## src/rtl/audio_spi_i2s_bridge_if.sv

```systemverilog
// audio_spi_i2s_bridge_if
// Bundles the serial-side signals of the SPI-in / I2S-out audio bridge.
//   spi_chip_select    : active-low SPI frame enable (master -> bridge)
//   spi_mosi           : SPI data, MSB first (master -> bridge)
//   i2s_ws             : I2S word select, 0 = left, 1 = right (bridge -> master)
//   i2s_sound_bit_out  : I2S serial data (bridge -> master)
//   fifo_level         : sample FIFO occupancy (bridge -> master)
//   overrun_pulse      : completed word dropped, FIFO full
//   underrun_pulse     : left slot started without enough data
//   frame_error_pulse  : chip select rose mid-word
interface audio_spi_i2s_bridge_if #(
    parameter int FIFO_DEPTH = 4
);
    localparam int LVL_W = $clog2(FIFO_DEPTH + 1);

    logic             spi_chip_select;
    logic             spi_mosi;
    logic             i2s_ws;
    logic             i2s_sound_bit_out;
    logic [LVL_W-1:0] fifo_level;
    logic             overrun_pulse;
    logic             underrun_pulse;
    logic             frame_error_pulse;

    // master: the SPI source / I2S sink side
    modport master (
        output spi_chip_select, spi_mosi,
        input  i2s_ws, i2s_sound_bit_out, fifo_level,
               overrun_pulse, underrun_pulse, frame_error_pulse
    );

    // slave: the bridge itself
    modport slave (
        input  spi_chip_select, spi_mosi,
        output i2s_ws, i2s_sound_bit_out, fifo_level,
               overrun_pulse, underrun_pulse, frame_error_pulse
    );
endinterface

```

## src/rtl/audio_spi_i2s_bridge.sv

```systemverilog
// audio_spi_i2s_bridge
// Captures SPI_WIDTH-bit samples from an SPI master, optionally converts
// offset binary to two's complement, buffers them in a FIFO and plays them
// out through a free-running I2S serializer (mono or stereo), everything on
// the rising edge of serial_clk.
// Ports:
//   serial_clk : single clock for capture and I2S bit clock
//   reset      : asynchronous active-low reset
//   bus        : audio_spi_i2s_bridge_if.slave (SPI inputs, I2S + status outputs)
module audio_spi_i2s_bridge #(
    parameter int SPI_WIDTH  = 12,
    parameter int I2S_WIDTH  = 16,
    parameter int FIFO_DEPTH = 4,
    parameter bit STEREO     = 1'b1,
    parameter bit SIGNED_IN  = 1'b1
) (
    input logic                   serial_clk,
    input logic                   reset,
    audio_spi_i2s_bridge_if.slave bus
);
    localparam int LVL_W = $clog2(FIFO_DEPTH + 1);
    localparam int PTR_W = $clog2(FIFO_DEPTH);
    localparam int BC_W  = $clog2(SPI_WIDTH);
    localparam int PH_W  = $clog2(2 * I2S_WIDTH);
    localparam int NEED  = STEREO ? 2 : 1;

    localparam logic [BC_W-1:0]      BC_LAST  = BC_W'(SPI_WIDTH - 1);
    localparam logic [PH_W-1:0]      PH_LAST  = PH_W'(2 * I2S_WIDTH - 1);
    localparam logic [PH_W-1:0]      PH_RIGHT = PH_W'(I2S_WIDTH);
    localparam logic [LVL_W-1:0]     LVL_FULL = LVL_W'(FIFO_DEPTH);
    localparam logic [LVL_W-1:0]     LVL_NEED = LVL_W'(NEED);
    // offset binary -> two's complement is a flip of the MSB
    localparam logic [SPI_WIDTH-1:0] MSB_FLIP =
        SIGNED_IN ? '0 : (SPI_WIDTH'(1) << (SPI_WIDTH - 1));

    localparam logic [1:0] IDLE_SLOT = 2'd0;
    localparam logic [1:0] LEFT      = 2'd1;
    localparam logic [1:0] RIGHT     = 2'd2;

    // ---------------------------------------------------------------- SPI
    logic [SPI_WIDTH-1:0] shreg_q, shreg_d;
    logic [BC_W-1:0]      bitcnt_q, bitcnt_d;
    logic [SPI_WIDTH-1:0] word_in;
    logic                 push;
    logic                 ferr_d;

    always_comb begin
        shreg_d  = shreg_q;
        bitcnt_d = bitcnt_q;
        push     = 1'b0;
        ferr_d   = 1'b0;
        word_in  = {shreg_q[SPI_WIDTH-2:0], bus.spi_mosi};
        if (!bus.spi_chip_select) begin
            shreg_d = word_in;
            if (bitcnt_q == BC_LAST) begin
                // last bit: push now so the next word can start immediately
                push     = 1'b1;
                bitcnt_d = '0;
            end else begin
                bitcnt_d = bitcnt_q + BC_W'(1);
            end
        end else if (bitcnt_q != '0) begin
            shreg_d  = '0;
            bitcnt_d = '0;
            ferr_d   = 1'b1;
        end
    end

    // --------------------------------------------------------------- FIFO
    logic [SPI_WIDTH-1:0] mem_q [FIFO_DEPTH];
    logic [PTR_W-1:0]     wptr_q, rptr_q;
    logic [LVL_W-1:0]     level_q, level_d;
    logic                 push_ok;
    logic                 pop;
    logic                 ovr_d;

    assign push_ok = push && (level_q != LVL_FULL);
    assign ovr_d   = push && (level_q == LVL_FULL);

    always_comb begin
        level_d = level_q;
        case ({push_ok, pop})
            2'b10:   level_d = level_q + LVL_W'(1);
            2'b01:   level_d = level_q - LVL_W'(1);
            default: level_d = level_q;
        endcase
    end

    // storage needs no reset: the pointers define what is valid
    always_ff @(posedge serial_clk) begin
        if (push_ok) mem_q[wptr_q] <= word_in ^ MSB_FLIP;
    end

    // --------------------------------------------------------- serializer
    logic [PH_W-1:0]      ph_q, ph_d;
    logic [1:0]           state_q, state_d;
    logic [I2S_WIDTH-1:0] sr_q, sr_d;
    logic [I2S_WIDTH-1:0] hold_q, hold_d;
    logic [I2S_WIDTH-1:0] head_just;
    logic                 ws_q, ws_d;
    logic                 sd_q;
    logic                 ovr_q, und_q, und_d, ferr_q;
    logic                 left_start, right_start;

    // ph_q is the slot-cycle index the coming edge produces; 0 is left start
    assign left_start  = (ph_q == '0);
    assign right_start = (ph_q == PH_RIGHT);
    assign head_just   = I2S_WIDTH'(mem_q[rptr_q]) << (I2S_WIDTH - SPI_WIDTH);

    always_comb begin
        state_d = state_q;
        hold_d  = hold_q;
        pop     = 1'b0;
        und_d   = 1'b0;
        ws_d    = (ph_q >= PH_RIGHT);
        ph_d    = (ph_q == PH_LAST) ? '0 : ph_q + PH_W'(1);
        // shift out MSB first; at slot start the remaining top bit is the
        // previous word's LSB, which gives the one-bit I2S delay for free
        sr_d    = sr_q << 1;
        if (left_start) begin
            if (level_q >= LVL_NEED) begin
                pop     = 1'b1;
                sr_d    = head_just;
                hold_d  = head_just;
                state_d = LEFT;
            end else begin
                // stereo waits for a full pair so L/R never slip
                sr_d    = '0;
                und_d   = 1'b1;
                state_d = IDLE_SLOT;
            end
        end else if (right_start) begin
            if (state_q == LEFT) begin
                state_d = RIGHT;
                if (STEREO) begin
                    pop  = 1'b1;
                    sr_d = head_just;
                end else begin
                    sr_d = hold_q;
                end
            end else begin
                sr_d = '0;
            end
        end
    end

    always_ff @(posedge serial_clk or negedge reset) begin
        if (!reset) begin
            shreg_q  <= '0;
            bitcnt_q <= '0;
            wptr_q   <= '0;
            rptr_q   <= '0;
            level_q  <= '0;
            ph_q     <= '0;
            state_q  <= IDLE_SLOT;
            sr_q     <= '0;
            hold_q   <= '0;
            ws_q     <= 1'b0;
            sd_q     <= 1'b0;
            ovr_q    <= 1'b0;
            und_q    <= 1'b0;
            ferr_q   <= 1'b0;
        end else begin
            shreg_q  <= shreg_d;
            bitcnt_q <= bitcnt_d;
            if (push_ok) wptr_q <= wptr_q + PTR_W'(1);
            if (pop)     rptr_q <= rptr_q + PTR_W'(1);
            level_q  <= level_d;
            ph_q     <= ph_d;
            state_q  <= state_d;
            sr_q     <= sr_d;
            hold_q   <= hold_d;
            ws_q     <= ws_d;
            sd_q     <= sr_q[I2S_WIDTH-1];
            ovr_q    <= ovr_d;
            und_q    <= und_d;
            ferr_q   <= ferr_d;
        end
    end

    assign bus.i2s_ws            = ws_q;
    assign bus.i2s_sound_bit_out = sd_q;
    assign bus.fifo_level        = level_q;
    assign bus.overrun_pulse     = ovr_q;
    assign bus.underrun_pulse    = und_q;
    assign bus.frame_error_pulse = ferr_q;
endmodule

```

## src/flat_wrapper.sv

```systemverilog
// flat-port wrapper written by rule: the top's interface ports become plain ports
module audio_spi_i2s_bridge_flat 
#(
    parameter int SPI_WIDTH  = 12,
    parameter int I2S_WIDTH  = 16,
    parameter int FIFO_DEPTH = 4,
    parameter bit STEREO     = 1'b1,
    parameter bit SIGNED_IN  = 1'b1
)
  (serial_clk, reset, bus_spi_chip_select, bus_spi_mosi, bus_i2s_ws, bus_i2s_sound_bit_out, bus_fifo_level, bus_overrun_pulse, bus_underrun_pulse, bus_frame_error_pulse);
  audio_spi_i2s_bridge_if #(.FIFO_DEPTH(FIFO_DEPTH)) bus_i ();
  input logic serial_clk;
  input logic reset;
  input wire logic [$bits(bus_i.spi_chip_select)-1:0] bus_spi_chip_select;
  input wire logic [$bits(bus_i.spi_mosi)-1:0] bus_spi_mosi;
  output wire logic [$bits(bus_i.i2s_ws)-1:0] bus_i2s_ws;
  output wire logic [$bits(bus_i.i2s_sound_bit_out)-1:0] bus_i2s_sound_bit_out;
  output wire logic [$bits(bus_i.fifo_level)-1:0] bus_fifo_level;
  output wire logic [$bits(bus_i.overrun_pulse)-1:0] bus_overrun_pulse;
  output wire logic [$bits(bus_i.underrun_pulse)-1:0] bus_underrun_pulse;
  output wire logic [$bits(bus_i.frame_error_pulse)-1:0] bus_frame_error_pulse;
  assign bus_i.spi_chip_select = bus_spi_chip_select;
  assign bus_i.spi_mosi = bus_spi_mosi;
  assign bus_i2s_ws = bus_i.i2s_ws;
  assign bus_i2s_sound_bit_out = bus_i.i2s_sound_bit_out;
  assign bus_fifo_level = bus_i.fifo_level;
  assign bus_overrun_pulse = bus_i.overrun_pulse;
  assign bus_underrun_pulse = bus_i.underrun_pulse;
  assign bus_frame_error_pulse = bus_i.frame_error_pulse;
  audio_spi_i2s_bridge #(.SPI_WIDTH(SPI_WIDTH), .I2S_WIDTH(I2S_WIDTH), .FIFO_DEPTH(FIFO_DEPTH), .STEREO(STEREO), .SIGNED_IN(SIGNED_IN)) u_core (.serial_clk(serial_clk), .reset(reset), .bus(bus_i));
endmodule
```

## config.mk

```make
export PLATFORM = sky130hd
export DESIGN_NAME = audio_spi_i2s_bridge_flat
export DESIGN_NICKNAME = d
export VERILOG_FILES = /design/src/rtl/audio_spi_i2s_bridge_if.sv /design/src/rtl/audio_spi_i2s_bridge.sv /design/src/flat_wrapper.sv
export SDC_FILE = /design/constraint.sdc
export NUM_CORES = 1
export LEC_CHECK = 0
export ABC_AREA = 1
export CAP_MARGIN = 25
export CELL_PAD_IN_SITES_DETAIL_PLACEMENT = 1
export CELL_PAD_IN_SITES_GLOBAL_PLACEMENT = 2
export CORE_UTILIZATION = 40
export CTS_CLUSTER_SIZE = 8
export DETAILED_ROUTE_END_ITERATION = 16
export PLACE_DENSITY_LB_ADDON = 0.3
export SLEW_MARGIN = 20
export SYNTH_ARGS = -nofsm -noshare
export SYNTH_HDL_FRONTEND = slang
export SYNTH_SLANG_ARGS = --single-unit
export TNS_END_PERCENT = 1
```

## constraint.sdc

```tcl
create_clock -name serial_clk -period 2.9 [get_ports serial_clk]
set_input_delay 0.87 -clock serial_clk [delete_from_list [all_inputs] [get_ports serial_clk]]
set_output_delay 0.87 -clock serial_clk [all_outputs]
set_load 0.02 [all_outputs]
```

Word level (Yosys, flattened, before mapping)
Memory sizes are Yosys's and may differ from the RTL's.
Cells that the tools add are included.
- bits in registers: 50
- memory bits (writable): 48
- input bits: 4
- output and inout bits: 8
- word-level logic and storage cells: 66
- memories: 1
- memories (name ; words ; width ; read ports ; clocked after memory_dff ; wr ports ; line ; source):
    u_core.mem_q ; 4 ; 12 ; 1 ; 0 ; 1 ; audio_spi_i2s_bridge.sv:70 ; logic [SPI_WIDTH-1:0] mem_q [FIFO_DEPTH];
- add/sub/neg operators: 6
- $lt $le $gt $ge: 2
- eq/ne operators: 9
- mux-type cells: 27
- reduce and logical (&&, ||, !) cells: 8
- operator list (kind ; count):
    two-way mux 16 bit ; 4
    two-way mux 11 bit ; 2
    two-way mux 1 bit ; 13
    two-way mux 4 bit ; 3
    equality test 5 bit, second input constant ; 2
    two-way mux 2 bit ; 3
    case mux 3 bit (2 select lines) ; 1
    nonzero test 2 bit ; 3
    adder 5 x 1 -> 5 bit, second input constant ; 1
    greater-or-equal comparator 5 bit, second input constant ; 1
    zero test 5 bit ; 1
    two-way mux 5 bit ; 1
    adder 2 x 1 -> 2 bit, second input constant ; 2
    adder 4 x 1 -> 4 bit, second input constant ; 1
    equality test 2 x 1 -> 1 bit, second input constant ; 2
    equality test 4 bit, second input constant ; 1
    nonzero test 4 bit ; 1
    adder 3 x 1 -> 3 bit, second input constant ; 1
    equality test 3 bit, second input constant ; 1
    greater-or-equal comparator 3 x 2 -> 1 bit, second input constant ; 1
    != test 3 bit, second input constant ; 1
    subtractor 3 x 1 -> 3 bit, second input constant ; 1
    equality test 2 bit, second input constant ; 1
    logical AND 1 bit ; 2
    other kinds (2) ; 2

Longest topological paths before layout
Gate-level depths: netlist of the first run.
- depth in word-level cells: 6
- depth in mapped cells: 9
- depth with buffers taken out: 9

Worst setup path before layout of the first run
Ideal clock, no wire load.
- kind: in2reg
- from: in bus_spi_chip_select
- to: reg u_core.level_q[2], in the netlist u_core.bus.fifo_level[2]
- library setup time: 0.131 ns
- data arrival time: 2.119 ns
- data required time: 2.769 ns
- setup slack: 0.650 ns
- cell stages on the path: 7
- buffers on the path: 0
- path through: nor2_1 -> nand2_1 -> ha_1 -> fa_1 -> a21oi_1 -> o21ai_0 -> xor2_1
- word-level cells in the longest chain between the ends: 4
- elaborated cells between the ends (all ways): 6
- those cells by class: eq/ne: 2; mux: 2; reduce/logical: 2
- RTL lines (element ; line ; source):
    start, declared ; flat_wrapper.sv:14 ; input wire logic [$bits(bus_i.spi_chip_select)-1:0] bus_spi_chip_select;
    two-way mux 1 bit * ; audio_spi_i2s_bridge.sv:53 ; if (!bus.spi_chip_select) begin
    logical AND 1 bit * ; audio_spi_i2s_bridge.sv:77 ; assign push_ok = push && (level_q != LVL_FULL);
    equality test 2 x 1 -> 1 bit / equality test 2 bit (equally long branches) ; audio_spi_i2s_bridge.sv:82 ; case ({push_ok, pop})
    case mux 3 bit (2 select lines) / nonzero test 2 bit (equally long branches) ; -- ;
    end signal, assigned ; audio_spi_i2s_bridge.sv:168 ; level_q <= level_d;
    end, declared ; audio_spi_i2s_bridge.sv:72 ; logic [LVL_W-1:0] level_q, level_d;
Mark *: on every way between the ends. The rest lies on a longest branch, timed or not.
A chain may end at the register's enable or synchronous reset.

Worst setup path after layout of the first run
Same ends and word-level chain as after synthesis.

==> results of run 1 <==
-- sequential cells by signal (all words and copies together), names as in the netlist --
signal and count:
u_core.mem_q 48, u_core.sr_q 12, u_core.shreg_q 11, u_core.ph_q 5, u_core.bitcnt_q 4, u_core.bus.fifo_level 3
u_core.rptr_q 2, u_core.state_q 2, u_core.wptr_q 2, u_core.bus.frame_error_pulse 1, u_core.bus.i2s_sound_bit_out 1, u_core.bus.i2s_ws 1
u_core.bus.overrun_pulse 1, u_core.bus.underrun_pulse 1
-- layer usage --
layer / GRT usage, % / wire (µm)
met2: 25.68 / 3423
met3: 3.520 / 145
met1: 22.26 / 3876
met5: 0 / 0
met4: 6.689 / 94
-- final cells by class --
class                   instances  share of cell area, %
flip-flops and latches         94                  58.85
inverters                      75                  6.390
clock buffers                  14                  3.238
repair buffers                 19                  4.033
clock inverters                 2                 0.2840
well taps                     133                  3.777
multi-input cells             205                  23.43
-- kinds of logic after synthesis --
logic type,Yosys count,synth area share (%)
buffers and inverters,88,8.756
and+or+nand+nor,165,17.92
DFF,94,65.26
AOI/OAI and AO/OA,25,3.528
adders and majority gates,11,3.654
xor gates and xnor gates,4,0.8821
-- through the flow --
stage | setup slack (ns) | total power [W] | hold slack (ns)
after floorplan | 0.6503 | 0.001684 | 0.3312
after global placement | 0.1670 | 0.001776 | 0.3366
after detailed placement | 0.1352 | 0.001789 | 0.3434
after CTS | 0.5077 | 0.002526 | 0.3621
after global routing | 0.4505 | 0.002616 | 0.3648
final | 0.5004 | 0.002493 | 0.3600
-- path summary, 6_finish.rpt --
check / from / end / slack [ns]
setup / recovery: bus_spi_chip_select / u_core.bus.fifo_level[2] / 0.50
hold / removal: u_core.sr_q[15] / u_core.bus.i2s_sound_bit_out / 0.36
min in group asynchronous: reset / u_core.sr_q[10] / 0.50
hold reg to reg: u_core.sr_q[15] / u_core.bus.i2s_sound_bit_out / 0.36
setup reg to reg: u_core.ph_q[0] / u_core.bus.fifo_level[2] / 0.68
max in group asynchronous: reset / u_core.wptr_q[1] / 1.86
-- report_power, final --
group | leakage [nW] | total (W) | internal, W | switching (W)
clock | 0.0747 | 0.000737 | 0.000313 | 0.000424
sequential | 1.02 | 0.00152 | 0.00146 | 0.0000590
combinational | 0.912 | 0.000237 | 0.0000926 | 0.000145
total | 2.01 | 0.00249 | 0.00187 | 0.000628
-- cell usage in the layout (no fill, tap or decap), types with 2 or more instances in the layout --
cell type	n
a21oi_1	6
buf_4	7
clkbuf_1	5
clkbuf_8	9
clkdlybuf4s50_1	10
dfrtp_1	46
edfxtp_1	48
ha_1	10
inv_1	74
nand2_1	96
nand3_1	43
nand4_1	3
nor2_1	15
nor2_4	2
o21ai_0	8
o22ai_1	10
xnor2_1	2
xor2_1	2
==> impl_metrics.csv, run 1 <==
group,metric,value,unit
setup_path,cp_data_arrival_time,2.63,ns
clock_tree,cts.sinks,94,
yosys,syn-num-nets,402,
route,wl,7540,µm
setup_path,cp-start-kind,"input pin",
placed_design,place_inst,526,
setup_path,cp.required,3.13,ns
clock_tree,cts_setup_buffers,0,
clock_tree,ctsHtreeMaxLevel,3,
die,row_count,36,
clock_tree,clk-insertion-delay-late,0.35,ns
yosys,synth.most_common_cell,"nand2_1",
grt,grt_pass1_vias,2562,
run,cap_viol_max_count,0,
setup_path,critPathBufInv,1,
power,ir_worst_vdd,0.0002063,V
placed_design,post_dp_cell_area,4250,µm²
die,die_w,101.7,µm
outcome,status,"complete, no violations",
grt,overflow,0,
sta,fmax,0.4167,GHz
sta,fin_crit_sh,82.75,%
route,postRouteAntennaNets,0,
clock_tree,post_cts_resized,0,
yosys,synthTopCellsByArea,"edfxtp_1, dfrtp_1, nand2_1, inv_1, nand3_1",
layout,antenna_cells,0,
sta,finalHoldViolCount,0,
clock_tree,cts-root-buf,"clkbuf_8",
yosys,postSynthAreaPerCell,10.27,µm²
setup_path,slowest_delay,0.44,ns
clock_tree,clockBufferDepth,2,
yosys,yosysUniqueCellTypes,26,
setup_path,slowest_stage,"clkdlybuf4s50_1",
grt,grt_max_degree,27,
die,pin_count,12,
yosys,synth_top_area_share,36.28,%
setup_path,cp_max_fo,3,
worst_hold_path,min_path_cells,0,
yosys,synth_top_area_cell,"edfxtp_1",
clock_tree,clkSlewWorstSetupHoldPaths,0.08,ns
sta,maxSlewViolCount,0,
layout,fin_util,45.49,%
sta,rsz0062_at_grt,"no",
placed_design,gp_congestion,0.7234,
yosys,yosys_warnings,0,
route,wire_per_inst,13.91,µm
clock_tree,postCtsHoldBufs,0,
yosys,synthArstFlopShare,48.94,%
layout,multi_input_area,1032,µm²
sta,finClkSkew,0.009635,ns
route,vias,2470,
placed_design,hpwl,5358,µm
die,die_h,101.7,µm
yosys,synthTopCellsByCount,"nand2_1, inv_1, edfxtp_1, dfrtp_1, nand3_1",
setup_path,endpoint_kind,"register",
grt,antenna_found_initial,0,
die,initial_core_util,41.02,%
sta,relSlewSlack,61.36,%
clock_tree,cts_made_buffers,9,
sta,period_needed,2.400,ns
grt,grt_pass1_wl,12560,µm
power,power.density,566.0,nW/µm²
yosys,synth_edf_count,48,
yosys,synth_ff_type,"edfxtp_1",
sta,setup_viol,0,
layout,syn2layout_area_growth,10.90,%
layout,final_nets,419,
die,core-area,9684,µm²
route,drc,0,
setup_path,cp_top_family,"adder cells",
setup_path,cp.depth,8,
layout,drive_gt1_share,6.112,%
sta,tightest_slew,0.5779,ns
yosys,syn_inst,387,
placed_design,port_buffers,11,
layout,ff_latch_area,2592,µm²
yosys,ys_ff_latch,94,
layout,fill_cells,1113,
route,vias_per_cell,4.557,
setup_path,critical_path_class,"in -> reg",
grt,grt_use_total,16.41,%
yosys,ys_seq_area_share,65.26,%
setup_path,r2r_cells,9,
layout,finalNonFillerCells,542,
die,dieArea,10330,µm²
sta,finalSetupTns,0,ns
route,drtPass1Iterations,4,
route,drtIter0Drc,106,
setup_path,cp_cell_sequence,"clkdlybuf4s50_1, nor2_1, nand2_1, ha_1, fa_1, a21oi_1, o21ai_0, xor2_1",
worst_hold_path,hp-class,"reg -> reg",
clock_tree,cts_tree,"built",
yosys,synth_area,3973,µm²
layout,fin_area,4405,µm²
power,p_leak,2.011,nW
Power figures use the tool's default switching activity.
==> run 2: changes to the inputs <==
--- a/config.mk
+++ b/config.mk
@@ -9,7 +9,7 @@
 export CAP_MARGIN = 25
 export CELL_PAD_IN_SITES_DETAIL_PLACEMENT = 1
 export CELL_PAD_IN_SITES_GLOBAL_PLACEMENT = 2
-export CORE_UTILIZATION = 40
+export CORE_UTILIZATION = 36
 export CTS_CLUSTER_SIZE = 8
 export DETAILED_ROUTE_END_ITERATION = 16
 export PLACE_DENSITY_LB_ADDON = 0.3
==> constraint.sdc (replaced) <==
create_clock -name serial_clk -period 2.1 [get_ports serial_clk]
set_input_delay 0.63 -clock serial_clk [delete_from_list [all_inputs] [get_ports serial_clk]]
set_output_delay 0.63 -clock serial_clk [all_outputs]
set_load 0.02 [all_outputs]
==> impl_metrics.csv, run 2 (synthesis gave the netlist of run 1 again) <==
group,metric,value,unit
route,drc,0,
setup_path,cp_data_arrival_time,2.26,ns
clock_tree,cts.sinks,94,
clock_tree,ctsHtreeMaxLevel,3,
die,dieArea,11460,µm²
layout,ff_latch_area,2594,µm²
die,core-area,10510,µm²
clock_tree,clockBufferDepth,2,
sta,maxSlewViolCount,0,
setup_path,endpoint_kind,"register",
die,initial_core_util,37.80,%
placed_design,place_inst,541,
die,die_h,107.0,µm
worst_hold_path,hp-class,"in -> async",
layout,final_common_cell,"nand2_1",
clock_tree,cts_tree,"built",
power,p_sw_share,23.91,%
grt,grt_use_total,14.87,%
grt,antenna_found_initial,0,
sta,rsz0062_at_grt,"no",
die,die_w,107.0,µm
layout,fill_cells,1182,
setup_path,cp_top_family,"adder cells",
layout,reg_top3,"u_core.mem_q (48), u_core.sr_q (12), u_core.shreg_q (11)",
die,row_count,37,
sta,finalSetupTns,0,ns
outcome,status,"complete, no violations",
setup_path,critPathBufInv,1,
power,clkPwrFrac,33.1,%
route,wire_per_inst,13.42,µm
sta,relSlewSlack,71.60,%
setup_path,cp_max_fo,2,
placed_design,pre_cts_ws,-0.4535,ns
grt,grt_pass1_wl,12800,µm
power,power.internal,0.002780,W
layout,final_nets,432,
sta,tightest_slew,0.4254,ns
grt,grt_pass1_vias,2669,
route,postRouteAntennaNets,0,
sta,fin_crit_sh,95.73,%
clock_tree,cts-root-buf,"clkbuf_8",
setup_path,critical_path_class,"in -> reg",
sta,finalHoldViolCount,0,
sta,finClkSkew,0.01201,ns
setup_path,slowest_delay,0.44,ns
power,pwr-share-comb,9.8,%
setup_path,cp-start-kind,"input pin",
power,power_switching,0.0008736,W
route,vias,2545,
power,power.density,800.6,nW/µm²
power,ir_worst_vdd,0.0003131,V
sta,fmax,0.4974,GHz
clock_tree,postCtsHoldBufs,0,
layout,largest_register,"u_core.mem_q",
placed_design,hpwl,5424,µm
power,seq_power_share,57.1,%
sta,finalWorstSetupSlack,0.08959,ns
die,pin_count,12,
sta,period_needed,2.010,ns
grt,overflow,0,
setup_path,cp.required,2.35,ns
route,drtPass1Iterations,6,
layout,finalNonFillerCells,558,
power,p_leak,2.104,nW
layout,multi_input_area,1044,µm²
placed_design,gp_congestion,0.7242,
placed_design,port_buffers,11,
route,vias_per_cell,4.561,
grt,grt_max_degree,47,
sta,whs,0.2257,ns
layout,drive_gt1_share,10.90,%
layout,largest_reg_flops,48,
setup_path,slowest_stage,"clkdlybuf4s50_1",
run,cap_viol_max_count,0,
clock_tree,clkSlewWorstSetupHoldPaths,0.09,ns
power,p_total,0.003653,W
route,drtIter0Drc,93,
layout,antenna_cells,0,
layout,layout_common_cells,"nand2_1, inv_1, edfxtp_1",
setup_path,cp_cell_sequence,"clkdlybuf4s50_1, nor2_2, nand2_1, ha_1, fa_2, a21oi_2, o21ai_1, xor2_1",
clock_tree,cts_made_buffers,9,
layout,syn2layout_area_growth,14.87,%
sta,setup_viol,0,
clock_tree,clk-insertion-delay-late,0.36,ns
route,wl,7491,µm
-- run 2: cell types whose count changed in the layout (fill, tap and decap cells not counted), moves of 2 or more --
cell,before,now
buf_4,7,20
clkinv_2,1,3
dlygate4sd2_1,0,2
clkdlybuf4s50_1,10,8
clkbuf_1,5,2
-- run 2: power groups by stage --
stage / logic [W] / registers, W / clock network (W)
2_1_floorplan: 0.000197 / 0.00213 / 0
3_3_place_gp: 0.000359 / 0.00212 / 0
3_5_place_dp: 0.000367 / 0.00213 / 0
4_1_cts: 0.000365 / 0.00209 / 0.00126
5_1_grt: 0.000407 / 0.00210 / 0.00130
6_report: 0.000358 / 0.00209 / 0.00121
-- run 2: what timing repair did --
| item | 4_1_cts | 5_1_grt |
|---|---|---|
| hold endpoints to repair | 0 | 0 |
| gates resized for setup | 5 | 3 |
| setup buffers | 0 | 1 |
| endpoints found under the setup margin | 3 | 1 |
| pin swaps | 1 | 3 |
-- run 2: area by class of cell --
cell class / instances / share of cell area, %
timing repair buffer: 32 / 5.978
clock inverter: 4 / 0.9871
inverter: 75 / 6.169
sequential: 94 / 56.84
clock buffer: 12 / 3.427
multi-input combinational: 205 / 22.87
tap: 136 / 3.729
-- run 2: final timing paths --
kind | start | endpoint | slack, ns | cells past startpoint
setup / recovery | bus_spi_chip_select | u_core.bus.fifo_level[2] | 0.09 | 8
hold reg to reg | u_core.sr_q[15] | u_core.bus.i2s_sound_bit_out | 0.37 | 0
hold / removal | reset | u_core.sr_q[12] | 0.23 | 2
setup reg to reg | u_core.bitcnt_q[1] | u_core.bus.fifo_level[2] | 0.15 | 9
min in group serial_clk | u_core.sr_q[15] | u_core.bus.i2s_sound_bit_out | 0.37 | 0
max in group asynchronous | reset | u_core.shreg_q[8] | 1.61 | 2
-- run 2: routing by layer --
| layer | up-vias | wire length (µm) | track usage, % | share of wire, % |
|---|---|---|---|---|
| li1 | 1278 | - | - | - |
| met1 | 1237 | 3579 | 19.21 | 48 |
| met2 | 19 | 3597 | 23.69 | 48 |
| met3 | 11 | 150 | 2.796 | 2.0 |
| met4 | 0 | 165 | 7.926 | 2.2 |
| met5 | - | 0 | 0 | 0 |
-- run 2: worst reg2reg max path: stages (launching register included) --
cell and delay, ns:
dfrtp_1 0.39, ha_1 0.18, nand3b_1 0.11, nor2_2 0.13, nand2_1 0.09, ha_1 0.22
fa_2 0.36, a21oi_2 0.13, o21ai_1 0.09, xor2_1 0.14
-- run 2: per-stage QoR --
stage	area [µm²]	util [%]
finish	4563	43.42
global route	4563	43.42
CTS	4548	43.28
detailed placement	4344	41.34
global placement	4344	41.34
floorplan	3973	-
==> run 3: changes to the inputs <==
--- a/config.mk
+++ b/config.mk
@@ -10,8 +10,9 @@
 export CELL_PAD_IN_SITES_DETAIL_PLACEMENT = 1
 export CELL_PAD_IN_SITES_GLOBAL_PLACEMENT = 2
 export CORE_UTILIZATION = 36
-export CTS_CLUSTER_SIZE = 8
+export CTS_CLUSTER_SIZE = 28
 export DETAILED_ROUTE_END_ITERATION = 16
+export HOLD_SLACK_MARGIN = 0.12
 export PLACE_DENSITY_LB_ADDON = 0.3
 export SLEW_MARGIN = 20
 export SYNTH_ARGS = -nofsm -noshare
==> results of run 3 <==
The final DEF is identical to that of run 2; final timing and power are the same.
